<file path="src/rtl/byte_merge_fifo_if.sv">
// Handshake bundle for byte_merge_fifo: two joined source streams, one drained output
// stream, and the occupancy count.
interface byte_merge_fifo_if #(
  parameter int unsigned CW = 3
);
  logic          cc_valid;
  logic [0:7]    cc;
  logic          cc_ready;
  logic          bb_valid;
  logic [0:7]    bb;
  logic          bb_ready;
  logic          aa_valid;
  logic [0:7]    aa;
  logic          aa_ready;
  logic [CW-1:0] count;

  modport master (
    output cc_valid, cc, bb_valid, bb, aa_ready,
    input  cc_ready, bb_ready, aa_valid, aa, count
  );

  modport slave (
    input  cc_valid, cc, bb_valid, bb, aa_ready,
    output cc_ready, bb_ready, aa_valid, aa, count
  );
endinterface

</file>
<file path="src/rtl/byte_merge_fifo.sv">
// Joins one cc beat and one bb beat into a single byte (fixed lane split) and buffers the
// merged bytes in a small register FIFO drained through a valid/ready output.
module byte_merge_fifo #(
  parameter int unsigned DEPTH = 4,
  parameter int unsigned SPLIT = 4,
  parameter int unsigned CW    = $clog2(DEPTH + 1)
) (
  input  logic              clk,
  input  logic              rst_n,
  byte_merge_fifo_if.slave  bus
);
  localparam int unsigned AW = $clog2(DEPTH);

  logic [0:7]    mem_q [DEPTH];
  logic [AW-1:0] wp_q, wp_d;
  logic [AW-1:0] rp_q, rp_d;
  logic [CW-1:0] count_q, count_d;
  logic          full, empty, push, pop;
  logic [0:7]    merged;

  // Lanes [0:SPLIT-1] from cc, the rest from bb; index 0 is the MSB.
  always_comb begin
    merged = '0;
    for (int unsigned i = 0; i < 8; i++) begin
      merged[i] = (i < SPLIT) ? bus.cc[i] : bus.bb[i];
    end
  end

  // Full comes from registered count only, so a same-cycle pop never frees a slot early.
  assign full  = (count_q == CW'(DEPTH));
  assign empty = (count_q == '0);
  assign push  = bus.cc_valid & bus.bb_valid & ~full;
  assign pop   = bus.aa_valid & bus.aa_ready;

  assign bus.cc_ready = bus.bb_valid & ~full;
  assign bus.bb_ready = bus.cc_valid & ~full;
  assign bus.aa_valid = ~empty;
  assign bus.aa       = empty ? 8'h00 : mem_q[rp_q];
  assign bus.count    = count_q;

  always_comb begin
    wp_d    = wp_q;
    rp_d    = rp_q;
    count_d = count_q;
    if (push) wp_d = wp_q + 1'b1;
    if (pop)  rp_d = rp_q + 1'b1;
    case ({push, pop})
      2'b10:   count_d = count_q + 1'b1;
      2'b01:   count_d = count_q - 1'b1;
      default: count_d = count_q;
    endcase
  end

  always_ff @(posedge clk or negedge rst_n) begin
    if (!rst_n) begin
      wp_q    <= '0;
      rp_q    <= '0;
      count_q <= '0;
    end else begin
      wp_q    <= wp_d;
      rp_q    <= rp_d;
      count_q <= count_d;
    end
  end

  // Payload storage needs no reset; pointers and count decide what is visible.
  always_ff @(posedge clk) begin
    if (push) mem_q[wp_q] <= merged;
  end
endmodule

</file>
<file path="src/flat_wrapper.sv">
// flat-port wrapper written by rule: the top's interface ports become plain ports
module byte_merge_fifo_flat 
#(
  parameter int unsigned DEPTH = 4,
  parameter int unsigned SPLIT = 4,
  parameter int unsigned CW    = $clog2(DEPTH + 1)
)
  (clk, rst_n, bus_cc_valid, bus_cc, bus_bb_valid, bus_bb, bus_aa_ready, bus_cc_ready, bus_bb_ready, bus_aa_valid, bus_aa, bus_count);
  byte_merge_fifo_if #(.CW(CW)) bus_i ();
  input  logic clk;
  input  logic rst_n;
  input wire logic [$bits(bus_i.cc_valid)-1:0] bus_cc_valid;
  input wire logic [$bits(bus_i.cc)-1:0] bus_cc;
  input wire logic [$bits(bus_i.bb_valid)-1:0] bus_bb_valid;
  input wire logic [$bits(bus_i.bb)-1:0] bus_bb;
  input wire logic [$bits(bus_i.aa_ready)-1:0] bus_aa_ready;
  output wire logic [$bits(bus_i.cc_ready)-1:0] bus_cc_ready;
  output wire logic [$bits(bus_i.bb_ready)-1:0] bus_bb_ready;
  output wire logic [$bits(bus_i.aa_valid)-1:0] bus_aa_valid;
  output wire logic [$bits(bus_i.aa)-1:0] bus_aa;
  output wire logic [$bits(bus_i.count)-1:0] bus_count;
  assign bus_i.cc_valid = bus_cc_valid;
  assign bus_i.cc = bus_cc;
  assign bus_i.bb_valid = bus_bb_valid;
  assign bus_i.bb = bus_bb;
  assign bus_i.aa_ready = bus_aa_ready;
  assign bus_cc_ready = bus_i.cc_ready;
  assign bus_bb_ready = bus_i.bb_ready;
  assign bus_aa_valid = bus_i.aa_valid;
  assign bus_aa = bus_i.aa;
  assign bus_count = bus_i.count;
  byte_merge_fifo #(.DEPTH(DEPTH), .SPLIT(SPLIT), .CW(CW)) u_core (.clk(clk), .rst_n(rst_n), .bus(bus_i));
endmodule
</file>
<file path="config.mk">
export PLATFORM = sky130hd
export DESIGN_NAME = byte_merge_fifo_flat
export DESIGN_NICKNAME = d
export VERILOG_FILES = /design/src/rtl/byte_merge_fifo_if.sv /design/src/rtl/byte_merge_fifo.sv /design/src/flat_wrapper.sv
export SDC_FILE = /design/constraint.sdc
export NUM_CORES = 1
export LEC_CHECK = 0
export CORE_AREA = 2 2 60 62
export CTS_BUF_LIST = sky130_fd_sc_hd__clkbuf_2 sky130_fd_sc_hd__clkbuf_4 sky130_fd_sc_hd__clkbuf_8
export DETAILED_ROUTE_END_ITERATION = 6
export DIE_AREA = 0 0 62 64
export PLACE_DENSITY = 0.79
export SETUP_SLACK_MARGIN = 0.15
export SKIP_CTS_REPAIR_TIMING = 1
export SYNTH_ARGS = -nofsm -noshare
export SYNTH_HDL_FRONTEND = slang
export SYNTH_SLANG_ARGS = --single-unit
export TNS_END_PERCENT = 5
</file>
<file path="constraint.sdc">
create_clock -name clk -period 2.8 [get_ports clk]
set_clock_uncertainty 0.1 [all_clocks]
set_input_delay 0.56 -clock clk [delete_from_list [all_inputs] [get_ports clk]]
set_output_delay 0.56 -clock clk [all_outputs]
set_load 0.01 [all_outputs]
</file>
## After elaboration in Yosys (flattened, before gate mapping)

Memory sizes are Yosys's and may differ from the RTL's.
Index checks and enable logic that the tools add are counted.
Widths: inputs -> output; s select.

- Flip-flop bits (word level): 7
- RAM bits: 32
- Input port bits: 21
- Output and inout bits: 14
- Word-level logic and storage cells: 24
- Memories kept: 1

Memories:

| memory | depth | bits a word | read ports | clocked after Yosys merged registers in | wr ports | line | text |
|---|---|---|---|---|---|---|---|
| u_core.mem_q | 4 | 8 | 1 | 0 | 1 | byte_merge_fifo.sv:14 | `logic [0:7] mem_q [DEPTH];` |

- Add/sub/neg operators: 4
- Equality and inequality tests: 3
- Muxes and demuxes: 4
- Bitwise operators: 7
- Reductions and logical operators: 2

Operators by type and width:

| cell | count |
|---|---|
| $mux 8 | 1 |
| $pmux 3 s2 | 1 |
| $and 1x1->1 | 5 |
| $add 2x1->2 const B | 2 |
| $add 3x1->3 const B | 1 |
| $eq 3x3->1 const B | 1 |
| $logic_not 3->1 | 1 |
| $sub 3x1->3 const B | 1 |
| $eq 2x1->1 const B | 1 |
| $eq 2x2->1 const B | 1 |
| $mux 1 | 2 |
| $not 1->1 | 2 |
| $reduce_bool 2->1 | 1 |

## Longest topological paths before layout

- Depth in word-level cells: 5
- Depth in mapped cells: 9
- Gate-level depth less buffers: 9

## Worst setup path before layout

OpenSTA, ideal clock, no wires.

- Path type: register to register
- Start: reg u_core.count_q[0] (netlist: u_core.bus.count[0])
- End: reg u_core.count_q[2] (netlist: u_core.bus.count[2])
- Library setup time: 127 ps
- Arrival time: 1772 ps
- Data required time: 2573 ps
- Setup slack: 801 ps
- Cell stages (with the launch flop): 9
- Buffers on the path: 0
- Clock period less this slack: 1999 ps
- Path through: dfrtp_1 or3_4 and2_4 ha_1 inv_1 fa_1 xor2_1 nor2_1 xor2_1

- Longest elaborated chain between the ends: 5
- Elaborated cells on any way between the ends: 12
- Classes of those cells: add/sub: 2; eq/ne: 3; mux: 1; bitwise: 4; reduce/logical: 2

Ends and longest elaborated chain:

| what | line | text |
|---|---|---|
| from (decl) | byte_merge_fifo.sv:17 | `logic [CW-1:0] count_q, count_d;` |
| from (signal assigned) | byte_merge_fifo.sv:62 | `count_q <= count_d;` |
| $logic_not 3->1 * | byte_merge_fifo.sv:31 | `assign empty = (count_q == '0);` |
| $not 1->1 * | byte_merge_fifo.sv:37 | `assign bus.aa_valid = ~empty;` |
| $and 1x1->1 * | byte_merge_fifo.sv:33 | `assign pop = bus.aa_valid & bus.aa_ready;` |
| via u_core.pop | byte_merge_fifo.sv:18 | `logic full, empty, push, pop;` |
| $eq 2x1->1 or $eq 2x2->1 (tied branches) | byte_merge_fifo.sv:47 | `case ({push, pop})` |
| $pmux 3 s2 or $reduce_bool 2->1 (tied branches) | -- |  |

Mark *: on every way through the listed nets, which the timed path passes. The rest lies on a longest branch.
A chain may end at the register's enable or synchronous reset.

## Worst setup path after layout

- Start: reg u_core.rp_q[0]
- End: out bus_aa[6]

- Longest elaborated chain between the ends: 2

Ends and longest elaborated chain:

| what | line | text |
|---|---|---|
| from (decl) | byte_merge_fifo.sv:16 | `logic [AW-1:0] rp_q, rp_d;` |
| from (signal assigned) | byte_merge_fifo.sv:61 | `rp_q <= rp_d;` |
| $mem_v2 4x8 | -- |  |
| $mux 8 | byte_merge_fifo.sv:38 | `assign bus.aa = empty ? 8'h00 : mem_q[rp_q];` |
| to (decl) | flat_wrapper.sv:20 | `output wire logic [$bits(bus_i.aa)-1:0] bus_aa;` |

No other way between the ends.

==> results_dict.tcl <==
set metrics [dict create \
    status "finished, final reports clean" \
    syn_avg_cell_area_um2 18.1 \
    cts_root_buf "clkbuf_4" \
    detail-route-antenna-nets 0 \
    synth_mux_area_share_pct 11.5 \
    dp_hpwl_mm 1.86 \
    timing.final.max_slew_violations 0 \
    drc 0 \
    fin_nets 152 \
    setup_tns_ps 0 \
    cts_tree "yes" \
    synth-simple-area-share_pct 8.87 \
    hold_viol 0 \
    worst_pin_slew_ps 438 \
    overflow 0 \
    synth.most_common_cell "edfxtp_1" \
    crit_path_start "u_core.rp_q[0]" \
    clock_latency_ps 340 \
    synth_compound_area_share_pct 0.301 \
    totalWireLength_mm 2.66 \
    cts_buffers 5 \
    syn_inst 92 \
    relSlewSlack_pct 70.8 \
    grt_max_degree 13 \
    fmax_mhz 370 \
    synth_xor_area_share_pct 3.16 \
    p_leak_nw 0.747 \
    h-tree-depth 2 \
    clock_path_buffers 2 \
    stdcell_area_mm2 0.00206 \
    ios 35 \
    track_usage_pct 15.9 \
    yosysWarnings 0 \
    start_util_pct 50.7 \
    n_fill_cell 252 \
    setup_viol 0 \
    cts.sinks 39 \
    ff2ff_setup_slack_ps 610 \
    die_w_um 62 \
    drt-pass1-iter-count 4 \
    gp_congestion 0.749 \
    syn_nets 119 \
    regArea_mm2 0.00114 \
    cellPowerDensity_mw_per_mm2 976 \
    critPathMaxFanout 4 \
    dpl_worst_slack_ps 334 \
    critPathLaunchType "flip-flop" \
    die-area_mm2 0.00397 \
    fin_crit_ps 2700 \
    hold_path.class "primary input to asynchronous set/reset pin" \
    antenna_found_initial 0 \
    vdd_ir_drop_max_uv 468 \
    die_h_um 64 \
    worstReg2RegStart "u_core.bus.count[0]" \
    dr_total_vias 854 \
    finalPower_mw 2.01 \
    area_growth_pct 23.6 \
    drt-initial-drc-count 35 \
    rsz0062_at_grt "yes" \
    grt_pass1_wl_mm 4.27 \
    r2r_cells 9 \
    wl_per_cell_um 15.5 \
    synth_top_cell_area_share_pct 57.7 \
    arrival_ps 2040 \
    drive_above_1_share_pct 19.8 \
    diodes 0 \
    fin_crit_sh_pct 96.5 \
    synth.area.top_cells "edfxtp_1, mux4_2, dfrtp_1, and2_1, ha_1" \
    netlist_area_mm2 0.00167 \
    yosysSeqAreaShare_pct 68.2 \
    r2r_end "u_core.bus.count[2]" \
    detail_route.vias_per_cell 4.97 \
    required_ps 2140 \
    crit_end "bus_aa[6]" \
    synth_top_family_by_area "multiplexers" \
    yosys.area.top_type "edfxtp_1" \
    clk_pin_slew_ps 110 \
    rows 21 \
    synth_edf_count 32 \
    synthFlopType "edfxtp_1" \
    drv_cap 0 \
    final_core_util_pct 62.7 \
    dpl_cell_area_mm2 0.00197 \
    ys_types 21 \
    portBuffers 26 \
    crit_type "flip-flop to output port" \
    async_flop_share_pct 17.9 \
    multi_input_area_um2 479 \
    core-area_mm2 0.00328 \
    grt_pass1_vias 830 \
    synthAdderAreaFrac_pct 4.96 \
    setup_ws_ps 99.2 \
    ys_seq_elements 39 \
    critPathCaptureType "output port" \
    ys_top_cells_by_count "edfxtp_1, and2_1, mux4_2" \
]
==> through the flow <==
| stage | hold slack, ps | std cells |
|---|---|---|
| final | 372 | 172 |
| after global routing | 365 | 172 |
| after CTS | 365 | 171 |
| after detailed placement | 412 | 163 |
| after global placement | 395 | 163 |
| after floorplan | 164 | 92 |
==> state kept, by name, indices dropped and copies added (netlist names) <==
register,count
u_core.rp_q,2
u_core.wp_q,2
u_core.mem_q,32
u_core.bus.count,3
==> critical path: stages, from the launching register on <==
cell and delay (ps):
dfrtp_2 410, buf_4 160, mux4_2 490, and2_1 160, clkdlybuf4s50_1 480
==> cell families (layout without fill, tap and decap cells) <==
family	count (synthesis)	after routing
AND/OR/NAND/NOR	22	22
XOR/XNOR	6	6
AO/OA/AOI/OAI	1	1
multiplexers	9	9
buffers and inverters	9	43
adder cells (fa/ha/maj)	6	6
flip-flops	39	39
==> final cells by class <==
| cell class | count | share of cell area [%] |
|---|---|---|
| Clock buffer | 5 | 1.82 |
| Clock inverter | 3 | 1.88 |
| Inverter | 6 | 1.09 |
| Multi-Input combinational cell | 44 | 23.3 |
| Sequential cell | 39 | 55.3 |
| Tap cell | 46 | 2.80 |
| Timing Repair Buffer | 29 | 13.9 |
==> layout by cell type (no fill, tap or decap) <==
cell	Yosys	routed
and2_1	12	12
and2_4	1	1
buf_4	0	3
bufinv_16	0	1
clkbuf_4	0	5
clkdlybuf4s50_1	0	25
clkinv_1	0	1
clkinv_2	0	1
dfrtp_1	7	6
dfrtp_2	0	1
dlymetal6s2s_1	0	1
edfxtp_1	32	32
fa_1	1	1
ha_1	5	5
inv_1	6	6
mux2_2	1	1
mux4_2	8	8
nand2_1	2	2
nand3_2	1	1
nor2_1	1	1
nor2_2	1	1
nor2b_1	2	2
nor3b_2	1	1
o21ai_0	1	1
or3_4	1	1
xnor2_1	3	3
xor2_1	3	3
==> how the worst min path moves through the flow <==
stage | start | end | slack, ps | cells past startpoint
finish | rst_n | u_core.rp_q[1] | 370 | 1
CTS | rst_n | u_core.rp_q[1] | 370 | 1
global placement | u_core.bus.count[2] | u_core.bus.count[2] | 390 | 1
detailed placement | u_core.bus.count[2] | u_core.bus.count[2] | 410 | 1
floorplan | rst_n | u_core.bus.count[0] | 160 | 0
global route | rst_n | u_core.bus.count[0] | 360 | 1
==> where the power goes <==
group          internal, mW  switching, mW  leakage [nW]  total, mW
registers             0.737         0.0931         0.372      0.830
clock network         0.184          0.177        0.0426      0.361
logic                 0.490          0.328         0.332      0.818
==> routing by layer <==
layer  part of all wire [%]  routed length (um)  vias to the layer above  global-route usage [%]
met5                      0                   0                        -                       0
met4                    1.8                  48                        0                    5.59
met3                    3.8                 101                        5                    6.07
met2                     52                1380                       15                    23.7
met1                     43                1130                      430                    21.1
li1                       -                   -                      404                       -
Note: power is estimated with default switching activity, not from simulation.
